`src/rtl/tx_symbol_gen.sv`:
```
// PRBS9-driven PAM2/PAM4 symbol source with zero-insertion upsampling by OS.
// After a stop, it emits FLUSH_LEN zero samples so the downstream FIR can drain.
module tx_symbol_gen #(
   parameter int         W         = 9,
   parameter int         DATA_F    = 7,
   parameter int         OS        = 4,
   parameter int         AMP       = 32,
   parameter logic [8:0] SEED      = 9'h1FF,
   parameter int         FLUSH_LEN = 16
) (
   input  logic                clk,
   input  logic                rst,
   input  logic                start,
   input  logic                stop,
   input  logic                pam4_sel,
   output logic signed [W-1:0] dout,
   output logic                sym_strobe,
   output logic                busy
);

   localparam int PW = $clog2(OS);
   localparam int FW = $clog2(FLUSH_LEN + 1);
   localparam logic signed [W-1:0] L3 = W'(3 * AMP);
   localparam logic signed [W-1:0] L1 = W'(AMP);

   if (3 * AMP > 2 ** (W - 1) - 1) begin : g_amp_chk
      $error("tx_symbol_gen: 3*AMP does not fit in signed W bits");
   end
   if (SEED == 9'd0) begin : g_seed_chk
      $error("tx_symbol_gen: SEED must be nonzero");
   end
   if (OS < 2 || OS > 16) begin : g_os_chk
      $error("tx_symbol_gen: OS must be in 2..16");
   end
   if (FLUSH_LEN < 1) begin : g_flush_chk
      $error("tx_symbol_gen: FLUSH_LEN must be at least 1");
   end
   if (DATA_F >= W) begin : g_frac_chk
      $error("tx_symbol_gen: DATA_F must be smaller than W");
   end

   typedef enum logic [1:0] {IDLE, RUN, FLUSH} state_t;

   state_t                state, state_nx;
   logic [PW-1:0]         phase, phase_nx;
   logic [FW-1:0]         flush_cnt, flush_nx;
   logic                  mode, mode_nx;
   logic [8:0]            prbs, prbs_nx;
   logic signed [W-1:0]   dout_nx;
   logic                  strobe_nx;
   logic                  busy_nx;

   logic [8:0]            prbs_src;
   logic [8:0]            prbs_one;
   logic [8:0]            prbs_two;
   logic                  bit_hi;
   logic                  bit_lo;
   logic signed [W-1:0]   sym_level;

   function automatic logic [8:0] prbs_step(input logic [8:0] s);
      return {s[7:0], s[8] ^ s[4]};
   endfunction

   // An all-zero LFSR is stuck forever, so substitute SEED before stepping.
   assign prbs_src = (prbs == 9'd0) ? SEED : prbs;
   assign prbs_one = prbs_step(prbs_src);
   assign prbs_two = prbs_step(prbs_one);
   assign bit_hi   = prbs_one[0];
   assign bit_lo   = prbs_two[0];

   always_comb begin
      sym_level = -L3;
      if (!mode) begin
         sym_level = bit_hi ? L3 : -L3;
      end else begin
         case ({bit_hi, bit_lo})
            2'b00:   sym_level = -L3;
            2'b01:   sym_level = -L1;
            2'b11:   sym_level = L1;
            default: sym_level = L3;
         endcase
      end
   end

   always_comb begin
      state_nx  = state;
      phase_nx  = phase;
      flush_nx  = flush_cnt;
      mode_nx   = mode;
      prbs_nx   = prbs;
      dout_nx   = '0;
      strobe_nx = 1'b0;
      case (state)
         IDLE: begin
            if (start && !stop) begin
               state_nx = RUN;
               phase_nx = '0;
               mode_nx  = pam4_sel;
            end
         end
         RUN: begin
            // stop wins over a pending phase-0 symbol and leaves the PRBS untouched
            if (stop) begin
               state_nx = FLUSH;
               flush_nx = '0;
               phase_nx = '0;
            end else begin
               if (phase == '0) begin
                  dout_nx   = sym_level;
                  strobe_nx = 1'b1;
                  prbs_nx   = mode ? prbs_two : prbs_one;
               end
               phase_nx = (phase == PW'(OS - 1)) ? '0 : phase + PW'(1);
            end
         end
         FLUSH: begin
            if (flush_cnt == FW'(FLUSH_LEN - 1)) begin
               state_nx = IDLE;
               flush_nx = '0;
            end else begin
               flush_nx = flush_cnt + FW'(1);
            end
         end
         default: state_nx = IDLE;
      endcase
      busy_nx = (state_nx != IDLE);
   end

   always_ff @(posedge clk or negedge rst) begin
      if (!rst) begin
         state      <= IDLE;
         phase      <= '0;
         flush_cnt  <= '0;
         mode       <= 1'b0;
         prbs       <= SEED;
         dout       <= '0;
         sym_strobe <= 1'b0;
         busy       <= 1'b0;
      end else begin
         state      <= state_nx;
         phase      <= phase_nx;
         flush_cnt  <= flush_nx;
         mode       <= mode_nx;
         prbs       <= prbs_nx;
         dout       <= dout_nx;
         sym_strobe <= strobe_nx;
         busy       <= busy_nx;
      end
   end

endmodule
```
`config.mk`:
```
export PLATFORM = sky130hd
export DESIGN_NAME = tx_symbol_gen
export DESIGN_NICKNAME = d
export VERILOG_FILES = /design/src/rtl/tx_symbol_gen.sv
export SDC_FILE = /design/constraint.sdc
export NUM_CORES = 1
export LEC_CHECK = 0
export ABC_AREA = 1
export BUFFER_PORTS_ARGS = -buffer_cell sky130_fd_sc_hd__buf_2
export CORE_UTILIZATION = 50
export DETAILED_ROUTE_END_ITERATION = 10
export PLACE_DENSITY = 0.71
export SLEW_MARGIN = 20
export SYNTH_ARGS = -nofsm -noshare
export SYNTH_HDL_FRONTEND = slang
export SYNTH_SLANG_ARGS = --single-unit
```
`constraint.sdc`:
```
create_clock -name clk -period 2.8 [get_ports clk]
set_clock_uncertainty 0.05 [all_clocks]
set_input_delay 0.14 -clock clk [delete_from_list [all_inputs] [get_ports clk]]
set_output_delay 0.14 -clock clk [all_outputs]
set_load 0.02 [all_outputs]
```
==> impl_results.md, run 1 <==
- Status: finished, final reports clean
- Setup Total Neg Slack: 0 ns
- Vias in the first global route: about 880
- GP Congestion: 0.824
- RSZ-0062 raised after global routing: no
- Worst slack, placed: 1.19 ns
- CP startpoint: phase[0]$_DFFE_PN0P_
- Worst Path Required: approximately 3 ns
- Most frequent cell after synthesis: nand2_1
- Ys flop type: dfrtp_1
- R2r startpoint: phase[0]$_DFFE_PN0P_
- DR WL met2: about 970 um
- Via density: roughly 5.1
- Min Tclk post-route: roughly 1.6 ns
- Overall power: around 1.4 mW
- Critical path capture point type: register
- Cells after Synth: roughly 150
- Max-slew violation count: 0
- First-pass GRT wire length: about 3700 um
- Post-DR wirelength/cell: 11.1 um
- H-Tree Depth: 1
- Setup ws final: 1.17 ns
- CP max stage delay: roughly 0.42 ns
- # DRC: 0
- Slowest CP cell: dfrtp_1
- Mapped Area: roughly 1200 sq um
- Fmax: ~600 MHz
- Clk sinks: 23
- Site row count: 17
- Max-cap viol count: 0
- CTS tree: yes
- Synth cell types: 25
- Die H: ~51 um
- Initial Utilization: between 50 and 60%
- Metal-1 WL: just under 1000 um
- Antenna Violating Nets Remaining: 0
- LEAKAGE: around 0.65 nW
- Post-CTS Resized: 0
- Crit path kind: reg -> reg
- PortBufs: 10
- Critical R2R Capture: dout[6]$_DFF_PN0_
- FF-to-FF path depth: 9
- Final hold viol count: 0
- Die width: 51.3 um
- Setup Viol. Count Final: 0
- Deepest clock path buffer count: 2
- Root Buffer: clkbuf_4
- Worst vdd ir: between 0.0005 and 0.0006 V
- Initial DRC count: 25
- Via count: about 950
- Synthesized area per cell: between 8 and 9 sq um
- Die Footprint: around 2600 sq um
- GRT Overall Usage: a little under a fifth
- Nets: 166
- Pwr Density: 1060 nW/um^2
- ANT cells: 0
- Area grow syn2layout: 5.04%
- Worst setup SP type: register
- Sequential share of the synthesized area: between 40% and 50%
- Tcrit/Tclk final: roughly three fifths
- Largest net degree at the start of global routing: 24
- Cell taking the most area after synthesis: dfrtp_1
- Worst R2R Setup Slack: around 1.2 ns
- Crit path max fanout: 20
- TritonRoute pass-1 iters: 4
- Async set or reset register ratio after synthesis: 100%
- Share of layout cells above drive strength 1: 20.9%
- Most frequent cells after synthesis: nand2_1 (25), inv_1 (23), nor2_1 (16)
- Synth warn: 0
- CP cell instances: inv_1 -> ha_1 -> nand2_1 -> nor2_4 -> inv_2 -> or2_1 -> nand4_1 -> nand2_1 -> inv_1
- Top sig layer: met4
- Post-DP HPWL: between 1500 and 2000 um
- Num CTS Buffers: 3
- Worst setup path endpoint: dout[6]$_DFF_PN0_
- Worst min-delay path category: in -> reg
- Seq cells post-synth: 23
- IO Pins: 16
- Number of synthesized flops with an enable pin: 0
- Arrival time worst endpoint: around 1.8 ns
- Std-Cell Core Area: between 2000 and 2500 sq um
- Synth area leaders: dfrtp_1 (29%), dfstp_2 (19%), nand2_1 (7.7%), inv_1 (7.1%), buf_4 (4.9%)
- Final wirelength: between 2000 and 2500 um
- Initial antenna violation count: 0
- Yosys top cell area share: between 20% and 30%
- Met3 WL: 84 um
- Total grt overflow: 0
- Worst-path clk slew: between 0.1 and 0.15 ns
- Worst-skew pair later-pin latency: approximately 0.31 ns
[flip-flops by register name, indices dropped and copies added, names as in the netlist]
name	cells
mode	1
dout	3
busy	1
flush_cnt	5
state	2
phase	2
prbs	9
[final cells by class]
| type | count | area (sq um) |
|---|---|---|
| clock buffers | 3 | 22.5 |
| clock inverters | 1 | 5.00 |
| fillers | 211 | 977 |
| inverters | 27 | 101 |
| multi-input cells | 93 | 467 |
| flip-flops and latches | 23 | 587 |
| well taps | 28 | 35.0 |
| repair buffers | 11 | 60.1 |
[through the flow]
step / instances / utilization, % / hold WS (ns) / cell area [sq um]
3_5_place_dp: 181 / 55.0 / 0.0876 / 1240
2_1_floorplan: 153 / - / -0.206 / 1230
4_1_cts: 186 / 56.7 / 0.0153 / 1280
5_1_grt: 186 / 56.7 / 0.0472 / 1280
3_3_place_gp: 181 / 55.0 / 0.0814 / 1240
6_report: 186 / 56.7 / 0.0331 / 1280
[per-layer routing]
metal	up-vias	global-route usage (%)
met2	27	29.6
met3	4	3.87
met4	0	7.66
met1	438	25.0
li1	480	-
met5	-	0
[cell families (layout without fill, tap and decap cells)]
family,count (synthesis),count (layout),synth area share [%]
AO/OA/AOI/OAI,29,29,13.4
XOR/XNOR,1,1,0.720
adder cells (fa/ha/maj),2,2,2.06
buffers and inverters,37,42,14.6
flip-flops,23,23,48.3
other,1,5,0.308
AND/OR/NAND/NOR,56,56,20.7
[cell usage in the layout, fill, tap and decap left out, drive strengths merged]
master / n
nand2: 27
inv: 26
nor2: 20
dfrtp: 14
o21ai: 11
buf: 10
dfstp: 9
a21oi: 9
o22ai: 8
conb: 5
nand3: 4
nand4: 3
clkbuf: 3
ha: 2
clkinv: 2
xor2: 1
or2: 1
nor3: 1
o2bb2ai: 1
dlygate4sd3: 1
[critical path, delay by kind of cell (launching register included)]
family / cells / cell delay [ns]
adders and majority gates: 1 / 0.13
buffers and inverters: 3 / 0.17
DFF: 1 / 0.42
and+or+nand+nor: 5 / 0.80
[power breakdown]
part	switching (mW)	total, mW	internal [mW]
logic	0.391	0.605	0.214
registers	0.0896	0.603	0.513
clock network	0.0995	0.153	0.0533
[what timing repair did]
| item | in CTS | in global routing |
|---|---|---|
| setup buffers | 0 | 0 |
| hold buffers | 1 | 0 |
| endpoints found under the hold margin | 14 | 0 |
[how the worst min path moves through the flow]
stage	startpoint	end	slack (ns)	cells past startpoint
after CTS	stop	state[1]$_DFF_PN0_	0.02	3
after global placement	rst	dout[5]$_DFF_PN0_	0.08	1
after floorplan	rst	busy$_DFF_PN0_	-0.21	0
after global routing	pam4_sel	mode$_DFFE_PN0P_	0.05	3
final	stop	state[1]$_DFF_PN0_	0.03	3
after detailed placement	rst	dout[5]$_DFF_PN0_	0.09	1
Note: power is estimated with default switching activity, not from simulation.
==> run 2, diff against run 1 <==
- clock period: 2.8 -> 1.6 ns (I/O delays scaled with it)
==> run 2 against run 1 <==
  * Maximum frequency grew 15%
  * Non-clock buffer count grew 4
  * First-iteration DRC count grew 20%
  * Combinational power grew 77%
  * Utilization grew 1.6 points
  * Critical path depth grew 1
  * Via count grew 1.4%
  * Flip-flop and latch count is the same
  * Setup slack lost 0.99 ns
  * Worst hold slack gained 0.032 ns
  * Register-to-register slack lost 0.99 ns
  * Largest cell class unchanged
  * Largest power group is now registers
  * Highest routed layer unchanged
==> impl_results.md, run 2 (synthesized netlist as in run 1, its figures left out) <==
- Pwr Density: 1830 nW/um^2 (+72%)
- Share of layout cells above drive strength 1: 21.6% (+0.72 points)
- Antenna Violating Nets Remaining: 0 (unchanged)
- # DRC: 0 (unchanged)
- Worst R2R Setup Slack: 0.18 ns (-0.99 ns)
- Die width: 51.3 um (unchanged)
- Worst setup SP type: register
- Initial DRC count: 30 (+20%)
- Biggest register: prbs
- Post-DP HPWL: 1570 um (+0.92%)
- Nets: 170 (+2.4%)
- Arrival time worst endpoint: 1.64 ns (-0.20 ns)
- Clk sinks: 23 (unchanged)
- Largest net degree at the start of global routing: 24 (unchanged)
- Worst min-delay path category: in -> reg
- Total grt overflow: 0 (unchanged)
- TritonRoute pass-1 iters: 4 (unchanged)
- Critical path capture point type: register
- Die Footprint: 2630 sq um (unchanged)
- Worst-path clk slew: 0.13 ns (about the same)
- First-pass GRT wire length: 3880 um (+5.4%)
- Num CTS Buffers: 3 (unchanged)
- Worst vdd ir: 0.00109 V (+97%)
- Std-Cell Core Area: 2250 sq um (unchanged)
- Max reg flops: 9 (unchanged)
- GP Congestion: 0.803 (-2.6%)
- Via density: 5.06 (-0.76%)
- Post-CTS Resized: 0 (unchanged)
- Worst Path Required: 1.82 ns (-1.19 ns)
- Post-CTS setup buffer count: 0 (unchanged)
- Die H: 51.3 um (unchanged)
- Final hold viol count: 0 (unchanged)
- Site row count: 17 (unchanged)
- RSZ-0062 raised after global routing: no
- Root Buffer: clkbuf_4
- Fillers: 217 (+2.8%)
- Tcrit/Tclk final: 88.8% (+31 points)
- Hold Path Stages: 3 (unchanged)
- Post-DR wirelength/cell: 11.1 um (-0.40%)
- Fmax: 704 MHz (+15%)
- Initial antenna violation count: 0 (unchanged)
- Met1 track demand over resource: 26.7% (+1.7 points)
- CTS tree: yes
- LEAKAGE: 0.673 nW (+2.9%)
- Crit path max fanout: 9 (-55%)
- FF-to-FF path depth: 10 (+1)
- Area of placed instances: 1250 sq um (+1.2%)
- GRT busiest layer: met2
- Via count: 962 (+1.4%)
- H-Tree Depth: 1 (unchanged)
- Met2 Track Usage GR: 31.4% (+1.8 points)
- Area grow syn2layout: 7.92%
- R2r startpoint: prbs[4]$_DFFE_PN1P_
- Post-route cell area: 1310 sq um (+2.7%)
- CP startpoint: prbs[4]$_DFFE_PN1P_
- IO Pins: 16 (unchanged)
- PortBufs: 10 (unchanged)
- Worst Min Path Start: start
- Largest regs: prbs (9), flush_cnt (5), dout (3)
- Deepest clock path buffer count: 2 (unchanged)
- Setup Total Neg Slack: 0 ns (unchanged)
- Met3 Track Usage GR: 2.98% (-0.89 points)
- Max-slew violation count: 0 (unchanged)
- GRT Overall Usage: 19.8% (+1.0 points)
- Initial Utilization: 53.9% (unchanged)
- Worst-skew pair later-pin latency: 0.31 ns (about the same)
- Leading cell type in the layout, fill and taps excluded: nand2_1
- Crit path kind: reg -> reg
- Most frequent cells in the layout: nand2_1 (25), inv_1 (23), nor2_1 (16), dfrtp_1 (14), o21ai_0 (11)
- Status: finished, final reports clean
- Vias in the first global route: 937 (+6.0%)
- Setup Viol. Count Final: 0 (unchanged)
- Max-cap viol count: 0 (unchanged)
- Final wirelength: 2100 um (+1.7%)
- ANT cells: 0 (unchanged)
- Min Tclk post-route: 1.42 ns (-0.210 ns)
[run 2: where the power goes]
group | total [mW] | switching, mW | internal (mW)
combinational | 1.07 | 0.681 | 0.390
sequential | 1.07 | 0.167 | 0.898
clock | 0.267 | 0.173 | 0.0933
total | 2.40 | 1.02 | 1.38
[run 2: path summary, 6_finish.rpt]
kind | to
max | dout[6]$_DFF_PN0_
min | state[0]$_DFF_PN0_
max in group asynchronous | prbs[6]$_DFFE_PN1P_
max reg2reg | dout[6]$_DFF_PN0_
min in group asynchronous | dout[6]$_DFF_PN0_
min reg2reg | phase[0]$_DFFE_PN0P_
[run 2: metrics by stage]
stage / hold WS (ns) / utilization [%] / power, mW / cells / setup WS (ns)
finish: 0.0650 / 58.2 / 2.40 / 190 / 0.179
global route: 0.0778 / 58.2 / 2.65 / 190 / 0.0251
CTS: 0.0494 / 58.2 / 2.42 / 190 / 0.176
detailed placement: 0.0174 / 55.7 / 2.14 / 183 / 0.206
global placement: 0.0227 / 55.7 / 2.10 / 183 / 0.239
floorplan: -0.266 / - / 1.92 / 153 / 0.314
[run 2: final cells by class]
class | instances | area, sq um | area share (%)
multi-input cells | 93 | 467 | 35.6
inverters | 27 | 101 | 7.72
well taps | 28 | 35.0 | 2.67
clock inverters | 1 | 5.00 | 0.381
repair buffers | 15 | 95.1 | 7.24
flip-flops and latches | 23 | 587 | 44.7
clock buffers | 3 | 22.5 | 1.72
[run 2: routing by layer]
| layer | part of all wire (%) | routed length, um |
|---|---|---|
| met1 | 50 | 1040 |
| met2 | 47 | 988 |
| met3 | 2.6 | 55 |
| met4 | 0.67 | 14 |
| met5 | 0 | 0 |
[run 2: critical path, cell delays in order (launching register included)]
cell and delay [ns]:
dfstp_2 0.58, nor2_1 0.05, nand2_1 0.06, nor2_2 0.04, nand2_2 0.14, nand2_2 0.09, nand2_1 0.09, nand3_1 0.10
nand2_1 0.09, nand2_1 0.05, inv_1 0.04
[run 2: repair_timing]
action | 4_1_cts | 5_1_grt
endpoints found under the setup margin | 0 | 0
hold buffers | 3 | 0
endpoints found under the hold margin | 19 | 0
